<file path="config.mk">
export PLATFORM = sky130hd
export DESIGN_NAME = trigger_capture
export DESIGN_NICKNAME = d
export VERILOG_FILES = /design/src/rtl/dso_pkg.sv /design/src/rtl/minmax_tracker.sv /design/src/rtl/trigger_capture.sv
export SDC_FILE = /design/constraint.sdc
export NUM_CORES = 1
export LEC_CHECK = 0
export ABC_CLOCK_PERIOD_IN_PS = 3300
export CAP_MARGIN = 20
export CORE_MARGIN = 2
export CORE_UTILIZATION = 55
export CTS_BUF_LIST = sky130_fd_sc_hd__clkbuf_4 sky130_fd_sc_hd__clkbuf_8
export DETAILED_ROUTE_END_ITERATION = 12
export PLACE_DENSITY = 0.92
export SLEW_MARGIN = 10
export SYNTH_ARGS = -nofsm -noshare
export SYNTH_HDL_FRONTEND = slang
export SYNTH_SLANG_ARGS = --single-unit
</file>
<file path="constraint.sdc">
create_clock -name clock -period 3.3 [get_ports clock]
set_clock_uncertainty 0.2 [all_clocks]
set_input_delay 0.66 -clock clock [delete_from_list [all_inputs] [get_ports clock]]
set_output_delay 0.66 -clock clock [all_outputs]
set_load 0.05 [all_outputs]
</file>
<file path="src/rtl/dso_pkg.sv">
// Types and constants shared by the oscilloscope acquisition and display blocks.
package dso_pkg;

    localparam int SAMPLE_W = 12;
    localparam int SCREEN_W = 640;

    typedef enum logic [1:0] {
        ARM       = 2'd0,
        WAIT_TRIG = 2'd1,
        CAPTURE   = 2'd2,
        DONE      = 2'd3
    } capture_state_t;

endpackage

</file>
<file path="src/rtl/minmax_tracker.sv">
// Running min/max over one captured record, plus the registered mid-level (min+max)/2.
module minmax_tracker
    import dso_pkg::*;
#(
    parameter int DATA_W = SAMPLE_W
) (
    input  logic              clock,
    input  logic              reset,
    input  logic              clear_i,
    input  logic              en_i,
    input  logic              latch_i,
    input  logic [DATA_W-1:0] sample_i,
    output logic [DATA_W-1:0] mean_o
);

    logic [DATA_W-1:0] min_q, min_d;
    logic [DATA_W-1:0] max_q, max_d;
    logic [DATA_W-1:0] mean_q, mean_d;
    logic [DATA_W:0]   sum;

    // clear_i with en_i seeds both extremes from the first sample of a record
    always_comb begin
        min_d = min_q;
        max_d = max_q;
        if (clear_i) begin
            min_d = '1;
            max_d = '0;
        end
        if (en_i) begin
            if (clear_i || (sample_i < min_q)) min_d = sample_i;
            if (clear_i || (sample_i > max_q)) max_d = sample_i;
        end
    end

    assign sum = {1'b0, min_q} + {1'b0, max_q};

    always_comb begin
        mean_d = mean_q;
        if (latch_i) mean_d = sum[DATA_W:1];
    end

    always_ff @(posedge clock or negedge reset) begin
        if (!reset) begin
            min_q  <= '1;
            max_q  <= '0;
            mean_q <= '0;
        end else begin
            min_q  <= min_d;
            max_q  <= max_d;
            mean_q <= mean_d;
        end
    end

    assign mean_o = mean_q;

endmodule

</file>
<file path="src/rtl/trigger_capture.sv">
// Waveform-buffer writer: arms below trig_level-HYST, triggers on a rising crossing
// (or after AUTO_TIMEOUT samples), writes DEPTH samples, then holds until released.
module trigger_capture
    import dso_pkg::*;
#(
    parameter int DATA_W       = SAMPLE_W,
    parameter int DEPTH        = SCREEN_W,
    parameter int ADDR_W       = 10,
    parameter int HYST         = 16,
    parameter int AUTO_TIMEOUT = 4096
) (
    input  logic              clock,
    input  logic              reset,
    input  logic              adc_valid,
    input  logic [DATA_W-1:0] data_in,
    input  logic [DATA_W-1:0] trig_level,
    input  logic              release_i,  // "release" is a reserved word
    output logic              wr_en,
    output logic [ADDR_W-1:0] wr_addr,
    output logic [DATA_W-1:0] wr_data,
    output logic              capture_done,
    output logic              auto_trig,
    output logic [DATA_W-1:0] mean,
    output capture_state_t    dbg_state
);

    localparam int                CNT_W    = $clog2(AUTO_TIMEOUT + 1);
    localparam logic [DATA_W-1:0] HYST_V   = DATA_W'(HYST);
    localparam logic [CNT_W-1:0]  TO_LAST  = CNT_W'(AUTO_TIMEOUT - 1);
    localparam logic [ADDR_W-1:0] ADDR_PRE = ADDR_W'(DEPTH - 2);

    capture_state_t    state_q, state_d;
    logic [CNT_W-1:0]  to_cnt_q, to_cnt_d;
    logic              wr_en_q, wr_en_d;
    logic [ADDR_W-1:0] wr_addr_q, wr_addr_d;
    logic [DATA_W-1:0] wr_data_q, wr_data_d;
    logic              done_q, done_d;
    logic              auto_q, auto_d;

    logic [DATA_W-1:0] lo;
    logic              searching;
    logic              arm_hit;
    logic              real_trig;
    logic              start;
    logic              rec_write;

    assign lo        = (trig_level >= HYST_V) ? (trig_level - HYST_V) : '0;
    assign searching = (state_q == ARM) || (state_q == WAIT_TRIG);
    assign arm_hit   = adc_valid && (state_q == ARM) && (data_in < lo);
    assign real_trig = adc_valid && (state_q == WAIT_TRIG) && (data_in >= trig_level);
    // The timeout fires on the sample that brings the count up to AUTO_TIMEOUT
    assign start     = real_trig || (searching && adc_valid && (to_cnt_q == TO_LAST));

    always_ff @(posedge clock or negedge reset) begin
        if (!reset) state_q <= ARM;
        else        state_q <= state_d;
    end

    always_comb begin
        state_d = state_q;
        case (state_q)
            ARM: begin
                if (start)        state_d = CAPTURE;
                else if (arm_hit) state_d = WAIT_TRIG;
            end
            WAIT_TRIG: if (start) state_d = CAPTURE;
            CAPTURE:   if (adc_valid && (wr_addr_q == ADDR_PRE)) state_d = DONE;
            DONE:      if (release_i) state_d = ARM;
            default:   state_d = ARM;
        endcase
    end

    always_comb begin
        rec_write = (state_q == CAPTURE) && adc_valid;
        wr_en_d   = start || rec_write;
        wr_addr_d = wr_addr_q;
        if (start)          wr_addr_d = '0;
        else if (rec_write) wr_addr_d = wr_addr_q + ADDR_W'(1);
        wr_data_d = wr_en_d ? data_in : wr_data_q;
        auto_d    = start ? ~real_trig : auto_q;
        done_d    = (state_q == DONE) && !release_i;
        to_cnt_d  = to_cnt_q;
        if (!searching || start) to_cnt_d = '0;
        else if (adc_valid)      to_cnt_d = to_cnt_q + CNT_W'(1);
    end

    always_ff @(posedge clock or negedge reset) begin
        if (!reset) begin
            to_cnt_q  <= '0;
            wr_en_q   <= 1'b0;
            wr_addr_q <= '0;
            wr_data_q <= '0;
            done_q    <= 1'b0;
            auto_q    <= 1'b0;
        end else begin
            to_cnt_q  <= to_cnt_d;
            wr_en_q   <= wr_en_d;
            wr_addr_q <= wr_addr_d;
            wr_data_q <= wr_data_d;
            done_q    <= done_d;
            auto_q    <= auto_d;
        end
    end

    minmax_tracker #(
        .DATA_W (DATA_W)
    ) u_minmax (
        .clock    (clock),
        .reset    (reset),
        .clear_i  (start),
        .en_i     (wr_en_d),
        .latch_i  (state_q == DONE),
        .sample_i (data_in),
        .mean_o   (mean)
    );

    assign wr_en        = wr_en_q;
    assign wr_addr      = wr_addr_q;
    assign wr_data      = wr_data_q;
    assign capture_done = done_q;
    assign auto_trig    = auto_q;
    assign dbg_state    = state_q;

endmodule

</file>
==> metrics, run 1 <==
Area Growth Syn to Fin=27.8%; largest net degree at the start of global routing=77; post-layout power=roughly 0.0061 W; Chip Height=roughly 100 um; Worst Setup End Kind=flip-flop; syn_nets=a little under 600; Critical Path Start Type=input port; Congestion Overflow GR=0; ys flop type=dfrtp_1; Avg Vias per Cell=approximately 6.1; Worst VDD drop=0.000415 V; cell taking the most area after synthesis=dfrtp_1; antenna violations before repair=0; Area contributors post-synth=dfrtp_1 31%, ha_1 16%, mux2_2 7.1%; input/output buffers=66; CTS tree=done; ANT cells=0; DRT Wirelength=about 14 mm; IO Count=67; CP arrival=around 3.4 ns; Tmin final=3.35 ns; Tot GR Track Use=a little over a quarter; clk buf depth=2; starting density of the core=a little under three fifths; worst slew pin tran=a little under 1 ns; crit path setup slack, layout=-0.0499 ns; routability cong.=slightly above 0.9; Data required, critical path=roughly 3.3 ns; nets@finish=706; fin crit share=102%; 1st-iter DRT viols=between 300 and 400; failing checks=setup timing; post-synthesis sequential area ratio=~38%; DR WL/cell=about 19 um; clock sinks=76; vias in the first global route=4462; status=finished, violations left; Core Rows=35; clk slew on worst S/H paths=approximately 0.080 ns; number of flops mapped to enable cells by yosys=0; placeable core region=9110 um^2; Hold Vio Cnt, Final=0; post-synthesis register bit count=76; Layout Cells excl Fill=727; DR pass1 iterations=5; Cell Area, Placed=6180 um^2; ys async rst share=100%; slew margin rel.=35.0%; H-tree depth=3; first-pass GRT wire length=21.7 mm; synth cell count leaders=66 x ha_1, 64 x dfrtp_1, 44 x inv_1; worst-path maximum fanout=3; post-route ant nets=0; share of Yosys cell area claimed by the top area cell type=31.4%; Setup Buffers After CTS=0; Hold WC Path Type=reg2reg; total placed cells including tap cells=710; Post-Layout Inst Area=6510 um^2; post-route DRC violation count=0; Max Clk Rate=0.299 GHz; Hold Slack=0.288 ns; flop-to-flop setup slack=0.40 ns; Root Buffer=clkbuf_8; clock buffer count from CTS=9; via count=4459; unrepaired setup endpoints after global routing=yes; share of post-route cells with drive strength above 1=21.6%; WS Path Type=in2reg; Mapped Cells=497; PD cells=roughly 940 nW/um^2; filler cell count=601; Post-DP HPWL=about 9.6 mm; top-count cell post-synth=ha_1; Ys Warns=0; Synth Area per Inst=10.2 um^2; clock latency at the later pin of the worst-skew pair=about 0.35 ns; Max-Cap Viols=0; Synth cell types=59; LEAKAGE=3.11 nW; final setup fails=2; Slew Limit Fails=0; mapped cell area=5090 um^2; die area=~10000 um^2; die width=approximately 100 um
## kinds of logic (layout without fill, tap and decap cells)
group,after synthesis,in the layout,synth area share [%]
AND/OR/NAND/NOR,136,136,13.4
AO/OA/AOI/OAI,93,93,13.0
flip-flops,76,76,37.6
adder cells (fa/ha/maj),67,67,16.6
buffers and inverters,53,172,4.32
multiplexers,42,42,9.93
XOR/XNOR,30,30,5.16
## power breakdown
part           leakage (nW)  switching, W  internal, W
clock network         0.114      0.000352     0.000442
logic                  2.06       0.00209      0.00155
registers             0.934      0.000319      0.00135
total                  3.11       0.00276      0.00335
## sequential cells by signal, indices dropped and copies added (netlist names)
register and count:
auto_trig 1, capture_done 1, dbg_state 2, to_cnt_q 13, u_minmax.max_q 12, u_minmax.mean_o 12, u_minmax.min_q 12, wr_addr 10
wr_data 12, wr_en 1
## worst paths after layout
kind | depth (start not counted) | start | end
hold / removal | 1 | u_minmax.mean_o[4] | u_minmax.mean_o[4]
setup / recovery | 12 | trig_level[1] | dbg_state[0]
max in group asynchronous | 2 | reset | to_cnt_q[12]
hold reg to reg | 1 | u_minmax.mean_o[4] | u_minmax.mean_o[4]
min in group asynchronous | 2 | reset | wr_data[0]
setup reg to reg | 9 | u_minmax.max_q[1] | u_minmax.max_q[4]
## area by class of cell
type	instances	area, um^2	area share [%]
inverters	44	165	2.54
clock inverters	5	78.8	1.21
multi-input cells	368	3040	46.8
flip-flops and latches	76	1920	29.5
well taps	111	139	2.13
clock buffers	11	139	2.13
repair buffers	112	1030	15.8
## through the flow
step | TNS, ns | utilization (%) | worst slack (ns)
after detailed placement | -8.72 | 67.9 | -0.411
after CTS | 0 | 70.3 | 0.0163
after global placement | -7.23 | 67.9 | -0.312
final | -0.0853 | 71.5 | -0.0499
after global routing | -1.58 | 71.5 | -0.0953
after floorplan | 0 | - | 0.418
## metal layers
metal	GRT usage [%]	part of all wire (%)	routed length (um)	vias to the layer above
li1	-	-	-	2012
met1	33.2	41	5730	2193
met2	47.2	50	6910	195
met3	5.29	5.7	792	59
met4	11.1	3.6	501	0
met5	0	0	0	-
## repair_timing
item,CTS,global route
gates resized for setup,1,19
pin swaps,0,5
endpoints found under the setup margin,1,26
hold buffers,0,0
gates cloned,0,1
## critical path: stages
cell	delay, ns
clkdlybuf4s50_1	0.47
nor4_4	0.34
a31oi_2	0.21
nor3_1	0.21
a21oi_1	0.07
ha_1	0.29
and3_1	0.17
nand3_1	0.11
o41ai_1	0.43
buf_4	0.19
a311oi_2	0.04
o32a_1	0.20
## cells in the final DEF, fill, tap and decap left out, drive strengths merged, types with 5 or more instances in the layout
cell           count
clkdlybuf4s50     63
xnor2             14
buf               47
inv               44
a21o              10
dfrtp             64
a31oi              6
dfstp             12
nand4             12
and4               5
mux2              41
nand3             12
nor2              38
a21oi             22
clkbuf            11
ha                66
xor2              16
nand2             35
o21ai             14
nor2b              5
o21a               8
nor3               7
(Power assumes the default switching activity.)
==> inputs of run 2 (changes only) <==
Settings changed: CTS_CLUSTER_DIAMETER from default to 150, CTS_CLUSTER_SIZE from default to 8, SKIP_LAST_GASP from default to 1.
==> results of run 2 <==
The final DEF is identical to that of run 1; final timing and power are the same.
==> inputs of run 3 (changes only) <==
Settings changed: PLACE_DENSITY 0.92 to 0.91, RECOVER_POWER from default to 25, SYNTH_HIERARCHICAL from default to 1.
==> run 3 against run 2 <==
Effect of this change:
- the flow finishes with violations (capacitance limit, slew limit, setup timing)
- worst hold slack worse by 0.0021 ns
- clock-buffer cell count down 1
- via count up 12%
- global-route usage up 3.9 points
- synthesized area up 3.2%
- clock power up 32%
- sequential power down 2%
- final cell count up 8.5%
- sequential share of layout area down 2.1 points
- critical path type unchanged
==> metrics, run 3 <==
clk slew on worst S/H paths=0.09 ns; crit path setup slack, layout=-0.267 ns; post-layout power=0.00645 W; clock buffer count from CTS=9; worst slew pin tran=1.89 ns; WS Path Type=in2reg; ys flop type=dfrtp_1; Congestion Overflow GR=0; clock latency at the later pin of the worst-skew pair=0.37 ns; PD cells=about 920 nW/um^2; Root Buffer=clkbuf_8; hold path start=u_minmax/mean_o[3]; Synth Area per Inst=10.0 um^2; unrepaired setup endpoints after global routing=yes; share of post-route cells with drive strength above 1=24.7%; Core Rows=35; highest-count cells in the layout ignoring fill and taps=64 x dfrtp_1, 62 x buf_4, 58 x ha_1; CTS tree=done; post-synthesis sequential area ratio=36.5%; post-route ant nets=0; Largest register FFs=13; Ys Warns=6; post-route DRC violation count=0; input/output buffers=66; Pint=0.00355 W; failing checks=capacitance limit, slew limit, setup timing; starting density of the core=56.9%; antenna violations before repair=0; CTS Hold Bufs=0; synth cell count leaders=66 x ha_1, 64 x dfrtp_1, 49 x inv_1; vias in the first global route=around 5200; clk buf depth=2; switching power=0.00290 W; DR WL/cell=20.5 um; Synth cell types=78; die width=102 um; Max-Cap Viols=1; Post-Layout Inst Area=7010 um^2; Critical Path Start Type=input port; area of the multi-input gates=3320 um^2; CP arrival=~3.6 ns; fin crit share=108%; Worst Setup End Kind=flip-flop; reg2reg path depth=10; IO Count=67; final setup fails=2; Mapped Cells=roughly 530; first-pass GRT wire length=25.0 mm; post-layout util=75.9%; slew margin rel.=-25.8%; commonest non-fill, non-tap cell in the layout=dfrtp_1; Slew Limit Fails=77; hold worst-path end=u_minmax/mean_o[3]; Cells on Worst Hold Path=1; Data required, critical path=3.35 ns; share of Yosys cell area claimed by the top area cell type=30.5%; ys async rst share=100%; Chip Height=102 um; routability cong.=0.992; Area Growth Syn to Fin=33.4%; post-synthesis register bit count=76; via count=4999; clock sinks=between 70 and 80; worst r2r src=dbg_state[1]; ANT cells=0; Clk pwr share=between 10% and 20%; Area contributors post-synth=dfrtp_1 30%, ha_1 16%, dfstp_2 6.0%; Hold Vio Cnt, Final=0; Post-DP HPWL=10.4 mm; Biggest register=to_cnt_q; placeable core region=9240 um^2; flop-to-flop setup slack=0.37 ns; Tmin final=3.57 ns; DP Worst Slack=-0.751 ns; mapped cell area=5250 um^2; Max Clk Rate=0.280 GHz; Comb power frac=58.4%; die area=10400 um^2; Avg Vias per Cell=6.34; DR pass1 iterations=6; Worst VDD drop=about 0.00057 V; Hold WC Path Type=reg2reg; top-count cell post-synth=ha_1; status=finished, violations left; number of flops mapped to enable cells by yosys=0; nets@finish=750; H-tree depth=3; cell taking the most area after synthesis=dfrtp_1; worst r2r dst=u_minmax/max_q[5]; DRT Wirelength=16.1 mm; Sw Ratio=between 40% and 50%; worst-path maximum fanout=3; FF/Latch Area=1920 um^2; 1st-iter DRT viols=around 330; syn_nets=620; filler cell count=551; LEAKAGE=between 3 and 4 nW; sequential power share=25.2%; Tot GR Track Use=31.1%; largest net degree at the start of global routing=77; Cell Area, Placed=approximately 6500 um^2
-- run 3: cell count changes after synthesis, moves of 5 or more --
cell     previous run  this run
mux2_2             32         7
a32o_1              0        12
o22a_1              0        12
nand2_1            35        41
inv_1              44        49
o21a_1              8         3
-- run 3: final cells by class --
type | count | area share [%]
Clock buffer | 10 | 1.96
Clock inverter | 6 | 2.27
Inverter | 50 | 2.82
Multi-Input combinational cell | 389 | 47.3
Sequential cell | 76 | 27.3
Tap cell | 129 | 2.30
Timing Repair Buffer | 129 | 16.0
-- run 3: timing repair --
action	in CTS	in global routing
pin swaps	14	19
cloned	1	0
setup buffers	7	1
endpoints found under the hold margin	0	0
resized for setup	32	23
endpoints found under the setup margin	26	26
-- run 3: worst max-delay path by stage --
| stage | from | cells after the start | to | slack, ns |
|---|---|---|---|---|
| final | trig_level[4] | 15 | dbg_state[0] | -0.27 |
| after global routing | trig_level[4] | 15 | dbg_state[0] | -0.27 |
| after CTS | data_in[11] | 12 | u_minmax/min_q[8] | 0.004 |
| after detailed placement | trig_level[7] | 12 | dbg_state[0] | -0.75 |
| after global placement | trig_level[7] | 12 | dbg_state[1] | -0.57 |
| after floorplan | trig_level[0] | 13 | u_minmax/min_q[10] | -0.06 |
-- run 3: power by group through the flow --
stage                     Combinational (W)  Clock, W  Sequential [W]
final                               0.00377   0.00105         0.00163
after global routing                0.00400   0.00110         0.00166
after CTS                           0.00362   0.00105         0.00161
after detailed placement            0.00352         0         0.00162
after global placement              0.00339         0         0.00160
after floorplan                     0.00191         0         0.00219
-- run 3: kinds of logic after synthesis --
| logic type | after synthesis | synth area share, % |
|---|---|---|
| and+or+nand+nor | 156 | 15.3 |
| AOI/OAI and AO/OA | 118 | 18.0 |
| DFF | 76 | 36.5 |
| adders and majority gates | 67 | 16.1 |
| buffers and inverters | 61 | 4.79 |
| xor gates and xnor gates | 30 | 5.00 |
| muxes | 17 | 4.26 |
-- run 3: layer usage --
layer  track usage [%]  wire length (um)  vias up
met5                 0                 0        -
met4              15.5               814        0
met3              7.04              1170       80
met2              54.0              8070      266
met1              35.9              6080     2456
li1                  -                 -     2197
-- run 3: worst max-delay path, stage by stage --
cell and delay [ns]:
clkdlybuf4s50_1 0.45, inv_2 0.09, ha_2 0.20, inv_2 0.06, buf_4 0.13, nor2_1 0.14, xnor2_1 0.14, nand2_1 0.19
ha_4 0.36, nand4_1 0.23, nor3_4 0.27, o221ai_2 0.13, o211ai_1 0.26, a21oi_2 0.11, o32a_1 0.19
-- run 3: metrics by stage --
stage               TNS [ns]  std cells  hold WS (ns)
finish                -0.461        789         0.286
global route          -0.530        789         0.319
CTS                        0        788         0.281
detailed placement    -17.04        764         0.270
global placement      -13.30        764         0.266
floorplan             -0.612        525         0.164
